## src/rtl/serial_arith_pkg.sv

```systemverilog
// Shared types and constants for the bit-serial arithmetic cells.
package serial_arith_pkg;

    localparam int SERIAL_WIDTH = 8;

    typedef enum logic [0:0] {
        IDLE = 1'b0,
        RUN  = 1'b1
    } state_t;

endpackage

```

## src/rtl/full_sub.sv

```systemverilog
// One-bit full subtractor cell: d = a - b - bin, with borrow-out.
module full_sub (
    input  logic a,
    input  logic b,
    input  logic bin,
    output logic d,
    output logic bout
);

    assign d    = a ^ b ^ bin;
    assign bout = (~a & b) | (~(a ^ b) & bin);

endmodule

```

## src/rtl/serial_sub.sv

```systemverilog
// Bit-serial unsigned subtractor: diff = a - b, LSB first, one bit per cycle
// through a single full_sub cell with a registered borrow.
module serial_sub
    import serial_arith_pkg::*;
#(
    parameter int WIDTH = SERIAL_WIDTH
) (
    input  logic             clk,
    input  logic             rst_n,
    input  logic             start,
    input  logic [WIDTH-1:0] a,
    input  logic [WIDTH-1:0] b,
    output logic             busy,
    output logic             done,
    output logic [WIDTH-1:0] diff,
    output logic             borrow
);

    localparam int            CW   = $clog2(WIDTH);
    localparam logic [CW-1:0] LAST = CW'(WIDTH - 1);

    state_t           state;
    logic [WIDTH-1:0] sa;
    logic [WIDTH-1:0] sb;
    logic [WIDTH-1:0] rs;
    logic             bq;
    logic [CW-1:0]    cnt;
    logic             d;
    logic             bout;

    full_sub u_cell (
        .a    (sa[0]),
        .b    (sb[0]),
        .bin  (bq),
        .d    (d),
        .bout (bout)
    );

    // Control FSM, operand/result shift registers and registered outputs.
    always_ff @(posedge clk or negedge rst_n) begin
        if (!rst_n) begin
            state  <= IDLE;
            sa     <= {WIDTH{1'b0}};
            sb     <= {WIDTH{1'b0}};
            rs     <= {WIDTH{1'b0}};
            bq     <= 1'b0;
            cnt    <= {CW{1'b0}};
            busy   <= 1'b0;
            done   <= 1'b0;
            diff   <= {WIDTH{1'b0}};
            borrow <= 1'b0;
        end else begin
            done <= 1'b0;
            case (state)
                IDLE: begin
                    if (start) begin
                        sa    <= a;
                        sb    <= b;
                        bq    <= 1'b0;
                        cnt   <= {CW{1'b0}};
                        busy  <= 1'b1;
                        state <= RUN;
                    end
                end
                RUN: begin
                    sa  <= {1'b0, sa[WIDTH-1:1]};
                    sb  <= {1'b0, sb[WIDTH-1:1]};
                    rs  <= {d, rs[WIDTH-1:1]};
                    bq  <= bout;
                    cnt <= cnt + CW'(1);
                    // The last bit lands directly in diff, so the result is
                    // visible in the same cycle done pulses.
                    if (cnt == LAST) begin
                        diff   <= {d, rs[WIDTH-1:1]};
                        borrow <= bout;
                        done   <= 1'b1;
                        busy   <= 1'b0;
                        state  <= IDLE;
                    end
                end
                default: begin
                    state <= IDLE;
                    busy  <= 1'b0;
                end
            endcase
        end
    end

endmodule

```

## config.mk

```make
export PLATFORM = sky130hd
export DESIGN_NAME = serial_sub
export DESIGN_NICKNAME = d
export VERILOG_FILES = /design/src/rtl/serial_arith_pkg.sv /design/src/rtl/full_sub.sv /design/src/rtl/serial_sub.sv
export SDC_FILE = /design/constraint.sdc
export NUM_CORES = 1
export LEC_CHECK = 0
export CORE_UTILIZATION = 35
export DETAILED_ROUTE_END_ITERATION = 6
export PLACE_DENSITY = 0.66
export SYNTH_ARGS = -nofsm -noshare
export SYNTH_HDL_FRONTEND = slang
export SYNTH_SLANG_ARGS = --single-unit
```

## constraint.sdc

```tcl
create_clock -name clk -period 1.85 [get_ports clk]
set_input_delay 0.555 -clock clk [delete_from_list [all_inputs] [get_ports clk]]
set_output_delay 0.555 -clock clk [all_outputs]
set_load 0.05 [all_outputs]
```

### After elaboration in Yosys (flattened, before gate mapping)

Cells that the tools add are included.

* register bits: 40
* word-level logic and storage cells: 40

* $add $sub $neg: 1
* eq/ne operators: 3
* mux-type cells: 16
* bitwise logic cells: 8
* reductions and logical operators: 2

Operator list (number)
* case mux 8 bit (2 select lines): 2
* 2-to-1 mux 8 bit: 2
* 2-to-1 mux 1 bit: 7
* case mux 1 bit (2 select lines): 3
* case mux 3 bit (2 select lines): 1
* AND reduction 2 bit: 2
* adder 3 x 1 -> 3 bit (second input constant): 1
* == test 3 bit (second input constant): 1
* 2-to-1 mux 3 bit: 1
* inverter 1 bit: 3
* bitwise AND 1 bit: 2
* != test 2 x 1 -> 1 bit (second input constant): 1
* != test 2 bit (second input constant): 1
* XOR 1 bit: 2
* bitwise OR 1 bit: 1

### Logic depth before layout (Yosys ltp)

* depth after elaboration: 5
* depth in mapped cells: 4
* mapped depth without buffers: 4

### Modules after synthesis

A second synthesis with hierarchy kept.

* cells, all modules: 127
* area, all modules: 1721.7 um^2

By module, submodules not included
* serial_sub: times used 1, cells each 123, area an instance 1690.4 um^2, seq. area each 975.9 um^2
* full_sub: times used 1, cells each 4, area an instance 31.3 um^2, seq. area each 0.0 um^2

### Least setup slack after synthesis

No wires, ideal clock.

* path type: reg-to-reg
* start: reg cnt[0]
* end: reg borrow
* library setup time: 0.125 ns
* arrival time: 1.255 ns
* data required time: 1.725 ns
* path slack: 0.470 ns
* stages on the path, launching flop included: 5
* period minus slack after synthesis: 1.380 ns
* cell sequence: dfrtp_1 > ha_1 > ha_1 > nand2_8 > mux2_4

* word-level cells in the longest chain between the ends: 2

Ends and longest elaborated chain
* start: declaration: line serial_sub.sv:27 `logic [CW-1:0] cnt;`
* start signal: assignment: line serial_sub.sv:47 `cnt <= {CW{1'b0}};`
* start signal: assignment: line serial_sub.sv:60 `cnt <= {CW{1'b0}};`
* start signal: assignment: line serial_sub.sv:70 `cnt <= cnt + CW'(1);`
* == test 3 bit: line serial_sub.sv:73 `if (cnt == LAST) begin`
* AND reduction 2 bit (no source line)
* end signal: assignment: line serial_sub.sv:75 `borrow <= bout;`
* end: declaration: line serial_sub.sv:16 `output logic borrow`

No other way between the ends.
A chain may end at the register's enable or synchronous reset.

### Worst setup path in the final report

* start: reg cnt[0]
* end: reg diff[7]

* word-level cells in the longest chain between the ends: 2

Ends and longest elaborated chain
* == test 3 bit: line serial_sub.sv:73
* AND reduction 2 bit (no source line)
* end signal: assignment: line serial_sub.sv:50 `diff <= {WIDTH{1'b0}};`
* end signal: assignment: line serial_sub.sv:74 `diff <= {d, rs[WIDTH-1:1]};`
* end: declaration: line serial_sub.sv:15 `output logic [WIDTH-1:0] diff,`

No other way between the ends.

==> summary.txt <==
Floorplan
  • Io pins: 30
  • Site Rows: 25
  • Height of the chip: 72.0 um
  • Area of the core: 4720 um^2
  • Starting density of the core: 36.3%
  • Area enclosed by the die boundary: 5180 um^2
  • Width of the die: 72.0 um

STA
  • Setup TNS Final: 0 ps
  • Final hold violation count: 0
  • Final Max Tran Viols: 0
  • Unrepaired setup endpoints after global routing: no
  • Slew headroom: 68.3%
  • Highest clock frequency the design can meet: 685 MHz
  • Tightest hold margin: 217 ps
  • Largest clock skew in the final design: 5.11 ps
  • Slew at the pin closest to its max-slew limit: 476 ps
  • Fin crit period: 1460 ps
  • Final setup violating endpoints: 0
  • Post-route fraction of the period consumed by the critical path: 78.9%

Outcome
  • Status: finished, final reports clean

Drt
  • Final routed DRC violation total: 0
  • Top routing layer used: met4
  • Met3 wirelength from detailed routing: 173 um
  • Routed met2 length: 1290 um
  • Routed metal-1 wirelength: 1280 um
  • Pre-antenna DRT Iters: 4
  • Antenna-violating nets left: 0
  • Vias per cell: 4.53
  • DRT Wirelength: 2780 um
  • Post-detailed-route wirelength per cell: 12.1 um
  • DR vias: 1041
  • Number of violations reported at the end of detailed-routing iteration 0: 24

Setup path
  • Critical path type: reg -> reg
  • Worst setup EP type: register
  • Arrival time at the worst endpoint: 1630 ps
  • First element of the critical path: cnt[0]
  • CP required: 2020 ps
  • Peak fanout along the critical path: 10
  • R2r startpoint: cnt[0]
  • R2R Setup Slk: 390 ps
  • Element type at the critical path start: register

CTS
  • Clk buf depth: 2
  • Count of hold-fix buffers inserted at cts: 0
  • TritonCTS clock tree: yes
  • Number of setup buffers added after CTS: 0
  • Post-cts repair resize count: 0
  • H-tree levels: 2
  • Number of buffers created by CTS: 5
  • CTS clk-pin slew, worst paths: 70 ps
  • Number of clock sinks: 39
  • Clock insertion delay at the later pin of the skew report: 290 ps
  • Clock root buffer master: sky130_fd_sc_hd__clkbuf_8

Placement
  • Final weighted congestion of routability-driven global placement: 0.683
  • Port Buf Inserts: 29
  • DP HPWL: 2000 um

Logic synthesis
  • Netlist area before placement: 1710 um^2
  • Count of synthesis-stage warnings from yosys: 0
  • Flops & latches, synth: 39
  • Synthesized net count: 151
  • Main area contributors after synthesis: sky130_fd_sc_hd__dfrtp_1 (57%), sky130_fd_sc_hd__mux2_4 (11%), sky130_fd_sc_hd__mux2i_1 (11%)
  • Proportion of netlist area held by the largest area contributor: 56.9%
  • Average instance area after synthesis: 13.4 um^2
  • Sequential share of the synthesized area: 56.9%
  • Post-synthesis cell type with the largest combined area: sky130_fd_sc_hd__dfrtp_1
  • Gate count after technology mapping: 128
  • Count of different cell masters after synthesis: 18

Power
  • Static Leak: 1.08 nW
  • P per Cell Area: 1780 nW/um^2
  • Maximum ir drop on the vdd rail: 660 uV
  • Total Power Consumption: 3.89 mW

Final layout
  • Count of inserted antenna diode cells: 0
  • Proportion of layout cells with a drive suffix above 1: 25.8%
  • Number of nets in the final layout: 185
  • Area grow syn2layout: 27.4%
  • Fill cell total of the finished layout: 427

Global routing
  • Pin count of the biggest net entering global routing: 38
  • Global-route wire length before repair: 4950 um
  • Global-route usage over all layers: 12.5%
  • Vias in the first global route: 1118
  • Initial antenna violation count: 0
  • Overall overflow remaining after global route: 0

Worst hold path
  • Worst Hold Class: in -> async

Job
  • Max-cap violation count: 0
worst max-delay path, stage by stage (launching register included):
cell                      delay [ps]
sky130_fd_sc_hd__dfrtp_1         400
sky130_fd_sc_hd__ha_1            230
sky130_fd_sc_hd__ha_1            260
sky130_fd_sc_hd__nand2_8         150
sky130_fd_sc_hd__mux2_4          310
per-layer routing:
metal,track usage [%],up-vias
li1,-,500
met4,3.92,0
met5,0,-
met2,20.5,33
met1,15.2,502
met3,4.58,6
cell usage in the layout (no fill, tap or decap), types with 2 or more instances in the layout:
master | netlist | layout
sky130_fd_sc_hd__inv_1 | 6 | 6
sky130_fd_sc_hd__nor2_1 | 4 | 4
sky130_fd_sc_hd__dfrtp_1 | 39 | 39
sky130_fd_sc_hd__clkbuf_8 | 0 | 6
sky130_fd_sc_hd__ha_1 | 3 | 3
sky130_fd_sc_hd__a22o_1 | 3 | 3
sky130_fd_sc_hd__mux2_2 | 3 | 3
sky130_fd_sc_hd__buf_4 | 2 | 14
sky130_fd_sc_hd__clkdlybuf4s50_1 | 0 | 17
sky130_fd_sc_hd__mux2_4 | 13 | 13
sky130_fd_sc_hd__buf_12 | 0 | 2
sky130_fd_sc_hd__mux2i_1 | 18 | 18
sky130_fd_sc_hd__o21ai_0 | 14 | 14
sky130_fd_sc_hd__nand2_1 | 14 | 14
kinds of logic (layout without fill, tap and decap cells):
group	after synthesis	count (layout)	share of synthesized area (%)
AND/OR/NAND/NOR	20	20	5.47
multiplexers	34	34	23.9
AO/OA/AOI/OAI	18	18	5.99
adder cells (fa/ha/maj)	4	4	3.36
buffers and inverters	13	48	4.38
flip-flops	39	39	56.9
metrics by stage:
stage,utilization (%),instances,setup slack (ps),instance area (um^2)
floorplan,-,128,470,1710
global placement,43.7,222,201,2070
detailed placement,43.7,222,133,2070
CTS,46.2,230,384,2180
global route,46.2,230,319,2180
finish,46.2,230,391,2180
state kept, by name, indices dropped and copies added, names as in the netlist:
register and flops:
state 1, cnt 3, borrow 1, diff 8, busy 1, rs 7, sb 8, sa 8
bq 1, done 1
power by group:
part,switching (mW),leakage [nW],internal (mW),total (mW)
sequential,0.252,0.490,1.24,1.49
clock,0.288,0.0612,0.436,0.725
combinational,0.880,0.530,0.795,1.67
total,1.42,1.08,2.47,3.89
cell type report:
cell class / count / area [um^2] / share of cell area [%]
inverter: 6 / 22.5 / 1.03
multi-input combinational: 76 / 663 / 30.4
tap: 67 / 83.8 / 3.84
clock buffer: 6 / 82.6 / 3.78
sequential: 39 / 976 / 44.7
clock inverter: 2 / 35.0 / 1.60
timing repair buffer: 34 / 320 / 14.7
synthesized netlist by cell type, drive strengths merged:
cell type and n:
inv 6, nand2 15, mux2 16, o21ai 14, clkbuf 1, nor2 4, a22o 3, buf 6
fa 1, mux2i 18, dfrtp 39, o22ai 1, nand2b 1, ha 3
path summary, 6_finish.rpt:
kind / cells after the start / to
worst max-delay path: 4 / diff[7]
worst min-delay path: 1 / diff[6]
worst max register to register: 4 / diff[7]
worst min register to register: 2 / sb[2]
max in group asynchronous: 2 / rs[5]
min in group clk: 2 / sb[2]
No activity file was read; power rests on OpenSTA's default activity.
